===== config.mk =====
export PLATFORM = sky130hd
export DESIGN_NAME = bcd_key_counter
export DESIGN_NICKNAME = d
export VERILOG_FILES = /design/src/rtl/bcd_key_counter.sv
export SDC_FILE = /design/constraint.sdc
export NUM_CORES = 1
export LEC_CHECK = 0
export CORE_ASPECT_RATIO = 1.5
export CORE_MARGIN = 3
export CORE_UTILIZATION = 60
export DETAILED_ROUTE_END_ITERATION = 8
export DONT_BUFFER_PORTS = 1
export GPL_TIMING_DRIVEN = 0
export PLACE_DENSITY = 0.76
export SETUP_SLACK_MARGIN = 0.1
export SYNTH_ARGS = -nofsm -noshare
export SYNTH_HDL_FRONTEND = slang
export SYNTH_SLANG_ARGS = --single-unit

===== constraint.sdc =====
create_clock -name clk -period 2.45 [get_ports clk]
set_input_delay 0.245 -clock clk [delete_from_list [all_inputs] [get_ports clk]]
set_output_delay 0.245 -clock clk [all_outputs]
set_load 0.02 [all_outputs]

===== src/rtl/bcd_key_counter.sv =====
// bcd_key_counter: debounced up/down key counter with a BCD digit chain and 7-segment drive.
// Define BCD_KEY_COUNTER_AUTOREPEAT_EN to enable hold-to-repeat on both keys.
module bcd_key_counter #(
  parameter int DIGITS        = 2,
  parameter int MAX_VALUE     = 99,
  parameter int DB_CYCLES     = 240000,
  parameter int REPEAT_DELAY  = 6000000,
  parameter int REPEAT_PERIOD = 2400000
) (
  input  logic                  clk,
  input  logic                  rst,
  input  logic                  key_up,
  input  logic                  key_down,
  input  logic                  clr,
  output logic [4*DIGITS-1:0]   count_bcd,
  output logic                  wrap,
  output logic [9*DIGITS-1:0]   seg_led
);
  localparam int W  = 4*DIGITS;
  localparam int CW = $clog2(DB_CYCLES+1);
  localparam logic [69:0] SEG = {7'h6f, 7'h7f, 7'h07, 7'h7d, 7'h6d, 7'h66, 7'h4f, 7'h5b, 7'h06, 7'h3f};
  function automatic logic [W-1:0] to_bcd(input int v);
    int x;
    x = v;
    to_bcd = '0;
    for (int i = 0; i < DIGITS; i++) begin
      to_bcd[4*i+:4] = 4'(x % 10);
      x = x / 10;
    end
  endfunction
  localparam logic [W-1:0] MAX_BCD = to_bcd(MAX_VALUE);
  function automatic logic [W-1:0] step(input logic [W-1:0] v, input logic dn);
    logic c;
    logic [3:0] d;
    c = 1'b1;
    step = v;
    for (int i = 0; i < DIGITS; i++) begin
      d = v[4*i+:4];
      if (c) begin
        step[4*i+:4] = dn ? (d == 4'd0 ? 4'd9 : d - 4'd1) : (d == 4'd9 ? 4'd0 : d + 4'd1);
        c = dn ? d == 4'd0 : d == 4'd9;
      end
    end
  endfunction
  // index 0 = up key, index 1 = down key; keys are active-low
  logic [1:0] s1, s2, held, done, p, rep_p, up_dn;
  logic [CW-1:0] dcnt [2];
  always_comb
    for (int i = 0; i < 2; i++)
      done[i] = (s2[i] == held[i]) && (dcnt[i] == CW'(DB_CYCLES-1));
  assign p = done & ~held;
  // the same counter times a stable press (held=0) or a stable release (held=1)
  always_ff @(posedge clk or negedge rst)
    if (!rst) begin
      s1   <= '1;
      s2   <= '1;
      held <= '0;
      dcnt <= '{default: '0};
    end else begin
      s1 <= {key_down, key_up};
      s2 <= s1;
      for (int i = 0; i < 2; i++) begin
        dcnt[i] <= (s2[i] != held[i] || done[i]) ? '0 : dcnt[i] + CW'(1);
        if (done[i]) held[i] <= ~held[i];
      end
    end
`ifdef BCD_KEY_COUNTER_AUTOREPEAT_EN
  localparam int RW = $clog2((REPEAT_DELAY > REPEAT_PERIOD ? REPEAT_DELAY : REPEAT_PERIOD) + 1);
  logic [RW-1:0] rcnt [2];
  logic [1:0] first, hit;
  always_comb
    for (int i = 0; i < 2; i++)
      hit[i] = held[i] && !s2[i] && rcnt[i] == (first[i] ? RW'(REPEAT_DELAY-1) : RW'(REPEAT_PERIOD-1));
  assign rep_p = hit & {2{~&held}};
  always_ff @(posedge clk or negedge rst)
    if (!rst) begin
      rcnt  <= '{default: '0};
      first <= '1;
    end else begin
      for (int i = 0; i < 2; i++) begin
        rcnt[i]  <= (!held[i] || s2[i] || hit[i]) ? '0 : rcnt[i] + RW'(1);
        first[i] <= (!held[i] || s2[i]) ? 1'b1 : (hit[i] ? 1'b0 : first[i]);
      end
    end
`else
  assign rep_p = 2'(0 * (REPEAT_DELAY + REPEAT_PERIOD));
`endif
  assign up_dn = p | rep_p;
  logic [W-1:0] cnt_n;
  logic wrap_n;
  logic [9*DIGITS-1:0] seg_n;
  always_comb begin
    cnt_n  = count_bcd;
    wrap_n = 1'b0;
    if (clr) cnt_n = '0;
    else if (up_dn == 2'b01) begin
      cnt_n  = count_bcd == MAX_BCD ? '0 : step(count_bcd, 1'b0);
      wrap_n = count_bcd == MAX_BCD;
    end else if (up_dn == 2'b10) begin
      cnt_n  = count_bcd == '0 ? MAX_BCD : step(count_bcd, 1'b1);
      wrap_n = count_bcd == '0;
    end
    for (int i = 0; i < DIGITS; i++)
      seg_n[9*i+:9] = {2'b00, SEG[7*count_bcd[4*i+:4] +: 7]};
  end
  always_ff @(posedge clk or negedge rst)
    if (!rst) begin
      count_bcd <= '0;
      wrap      <= 1'b0;
      seg_led   <= {DIGITS{9'h03f}};
    end else begin
      count_bcd <= cnt_n;
      wrap      <= wrap_n;
      seg_led   <= seg_n;
    end
endmodule


==> run_results.csv <==
group,metric,value,unit
timing,min_period_over_period,0.914,
floorplanning,ios,32,
route,avgViaCountPerCell,5.89,
run,max_cap_viol_count,0,
grt,grt_max_degree,66,
clock_network,htree_levels,3,
worst_hold_path,hold_path_depth,2,
route,wl_per_cell,15.6,um
layout,n_antenna_cell,0,
worst_setup_path,critPathLaunchType,"flip-flop",
clock_network,cts.clk_slew.worst_paths,80,ps
worst_hold_path,hold_class,"in2reg",
clock_network,clock_latency,350,ps
power_and_ir_drop,p_int,1.59,mW
worst_setup_path,worstSetupPathType,"reg2reg",
worst_setup_path,r2r_cells,7,
yosys,synth_edf_count,0,
route,drtPass1Iterations,5,
route,ant_nets,0,
timing,finalCriticalPeriod,2240,ps
yosys,ys_types,56,
timing,hold_viol_final,0,
power_and_ir_drop,switchingPower,0.627,mW
worst_setup_path,crit_fanout,8,
yosys,synth_top_area_frac,0.338,
yosys,ys.warnings.count,0,
timing,max_freq,447,MHz
power_and_ir_drop,leakagePower,1.70,nW
clock_network,clockRootBuffer,"clkbuf_8",
clock_network,cts_tree,"built",
power_and_ir_drop,pwr_density_cell,555,mW/mm^2
timing,worst_hold_slack,332,ps
layout,syn_to_final_growth,10.1,%
worst_setup_path,reg2reg_setup_slack,210,ps
placement,portBuffers,0,
floorplanning,die_w,69.5,um
power_and_ir_drop,p_clk_frac,0.378,
floorplanning,initial_core_util,0.622,
worst_setup_path,reg2reg_to,"count_bcd[6]",
worst_setup_path,crit_top_cell,"ha_1",
status,status,"completed",
worst_hold_path,min_to,"count_bcd[3]",
worst_setup_path,crit_arrival,2530,ps
route,drt_iter0_drc,203,
yosys,syn_inst,371,
timing,relSlewSlack,0.566,
power_and_ir_drop,ir_worst_vdd,0.000328,V
timing,rsz0062_at_grt,"no",
worst_setup_path,end_kind,"flip-flop",
yosys,synthArstFlopShare,1.00,
yosys,avgSynthCellArea,9.77,sq um
yosys,synth_adder_area_share,0.0552,
route,drcViolationCount,0,
timing,slew_violations,0,
yosys,ys_top_cells_by_area,"dfrtp_1, dfstp_2, nor2_1",
worst_hold_path,hp-start,"clr",
grt,grt_pass1_vias,2738,
yosys,yosys.area_share.simple,0.247,
grt,antenna_found_initial,0,
route,wirelength,7290,um
power_and_ir_drop,pwr-share-seq,0.542,
yosys,synthMuxAreaShare,0.0204,
floorplanning,die_area,0.00703,sq mm
timing,setup_tns,0,ps
placement,hpwl,4930,um
yosys,synth_compound_area_frac,0.0943,
yosys,synth_top_family_by_area,"simple AND/OR/NAND/NOR gates",
worst_setup_path,reg2reg_from,"count_bcd[4]",
worst_setup_path,cp_cell_sequence,"inv_1 -> ha_1 -> ha_1 -> a211oi_1 -> o21ai_0 -> a22oi_1 -> a311o_1",
grt,gr-usage-all-layers,0.222,
yosys,yosysTopAreaCell,"dfrtp_1",
clock_network,clk_path_buf_depth,2,
grt,grt_pass1_wl,12500,um
yosys,synth-seq-cells,65,
power_and_ir_drop,comb_power_share,0.080,
worst_setup_path,max_stage_delay,620,ps
worst_setup_path,crit_required,2740,ps
yosys,yosysSeqAreaShare,0.454,
yosys,netlist_area,0.00362,sq mm
layout,fin_nets,410,
power_and_ir_drop,switching_share,0.283,
yosys,synth_xor_area_frac,0.0894,
clock_network,cts_buffers,9,
floorplanning,rows,34,
worst_setup_path,critPathBufInv,1,
floorplanning,core_area,0.00583,sq mm
grt,grt-ovfl-total,0,
timing,finClkSkew,14.4,ps
layout,drive_gt1_frac,0.160,
floorplanning,die_h,101,um
timing,finalSetupViolCount,0,
worst_setup_path,slowest_stage,"dfrtp_1",
clock_network,cts_sinks,65,
route,vias,2743,
yosys,ys.flop_type,"dfrtp_1",
worst_setup_path,critical-path-top-delay-family,"compound AO/OA/AOI/OAI gates",
timing,worst_pin_slew,646,ps
worst_setup_path,crit_path_start,"count_bcd[4]",
worst_setup_path,path_depth,7,
placement,gp_congestion,0.825,
-- worst max-delay path by stage --
stage	end	slack, ps
after global routing	count_bcd[7]	100
after floorplan	count_bcd[6]	310
after CTS	count_bcd[6]	130
after detailed placement	count_bcd[6]	20
after global placement	count_bcd[6]	50
final	count_bcd[6]	210
-- layout make-up --
cell class | count | area (sq um)
plain buffers | 16 | 88.8
clock buffers | 10 | 138
clock inverters | 6 | 43.8
fillers | 444 | 1840
inverters | 13 | 48.8
multi-input cells | 280 | 1870
flip-flops and latches | 65 | 1650
well taps | 72 | 90.1
repair buffers | 4 | 57.6
-- placed cells by master (no fill, tap or decap), drive strengths merged, types with 2 or more instances in the layout --
cell type    instances
dfrtp               49
clkinvlp             4
nor2                60
a211oi               3
nor3b                3
o21ai                9
ha                  16
a311oi               2
clkbuf              17
nand2b               3
buf                 10
nor3                 5
xnor2               15
nand4                6
inv                 13
a21oi               13
nor4                 4
clkinv               2
o22ai                7
and3                13
dfstp               16
nand3               35
o21a                 3
xor2                22
o211ai               3
mux2i                7
dlygate4sd3          3
nand2               28
conb                 4
and2                 2
nor4b                2
-- timing repair --
| item | in CTS | in global routing |
|---|---|---|
| hold buffers | 4 | 0 |
| hold endpoints to repair | 67 | 0 |
| pin swaps | 0 | 1 |
| setup buffers | 0 | 0 |
| resized for setup | 2 | 5 |
| endpoints found under the setup margin | 1 | 5 |
-- cells by family after synthesis --
family          after synthesis
compound gates               50
fa+ha+maj                    16
flops                        65
other cells                   1
xor+xnor                     37
simple gates                166
buf+inv                      29
mux                           7
-- stage by stage --
step | total power [mW] | std cells | area, sq um | util | setup WS, ps
2_1_floorplan | 1.33 | 374 | 3630 | - | 306
3_3_place_gp | 1.36 | 446 | 3720 | 0.639 | 53.7
3_5_place_dp | 1.37 | 446 | 3720 | 0.639 | 22.8
4_1_cts | 2.23 | 466 | 3970 | 0.681 | 129
5_1_grt | 2.31 | 466 | 3990 | 0.685 | 96.3
6_report | 2.22 | 466 | 3990 | 0.685 | 211
-- routing by layer --
layer,global-route usage,vias to the layer above,part of all wire
li1,-,1309,-
met1,0.259,1327,0.41
met2,0.390,89,0.52
met3,0.0526,18,0.047
met4,0.0962,0,0.023
met5,0,-,0
-- worst register-to-register path, stage by stage (launching register included) --
cell      delay [ps]
dfrtp_1          620
inv_1            230
ha_1             350
ha_1             300
a211oi_1         220
o21ai_0          140
a22oi_1          180
a311o_1          140
-- registers in the layout, indices dropped and copies added, names as in the netlist --
signal     flops
s2             2
seg_led       14
count_bcd      8
wrap           1
held           2
dcnt          36
s1             2
-- power groups by stage --
stage | Combinational, mW | Sequential, mW | Clock, mW
2_1_floorplan | 0.116 | 1.21 | 0
3_3_place_gp | 0.139 | 1.22 | 0
3_5_place_dp | 0.146 | 1.22 | 0
4_1_cts | 0.177 | 1.20 | 0.850
5_1_grt | 0.200 | 1.21 | 0.904
6_report | 0.178 | 1.20 | 0.837
-- synth_stat cells, types with 2 or more instances --
library cell	instances
nor2_1	60
dfrtp_1	49
nand3_1	32
nand2_1	27
xor2_1	22
dfstp_2	16
ha_1	16
xnor2_1	15
a21oi_1	13
inv_1	13
and3_1	12
o21ai_0	8
clkbuf_1	7
o22ai_1	7
mux2i_1	6
buf_4	5
nand4_1	5
nor3_1	5
a211oi_1	3
nand2b_1	3
nand3_2	3
nor4_1	3
o211ai_1	3
o21a_1	3
and2_1	2
buf_2	2
nor3b_2	2
Note: power is estimated with default switching activity, not from simulation.
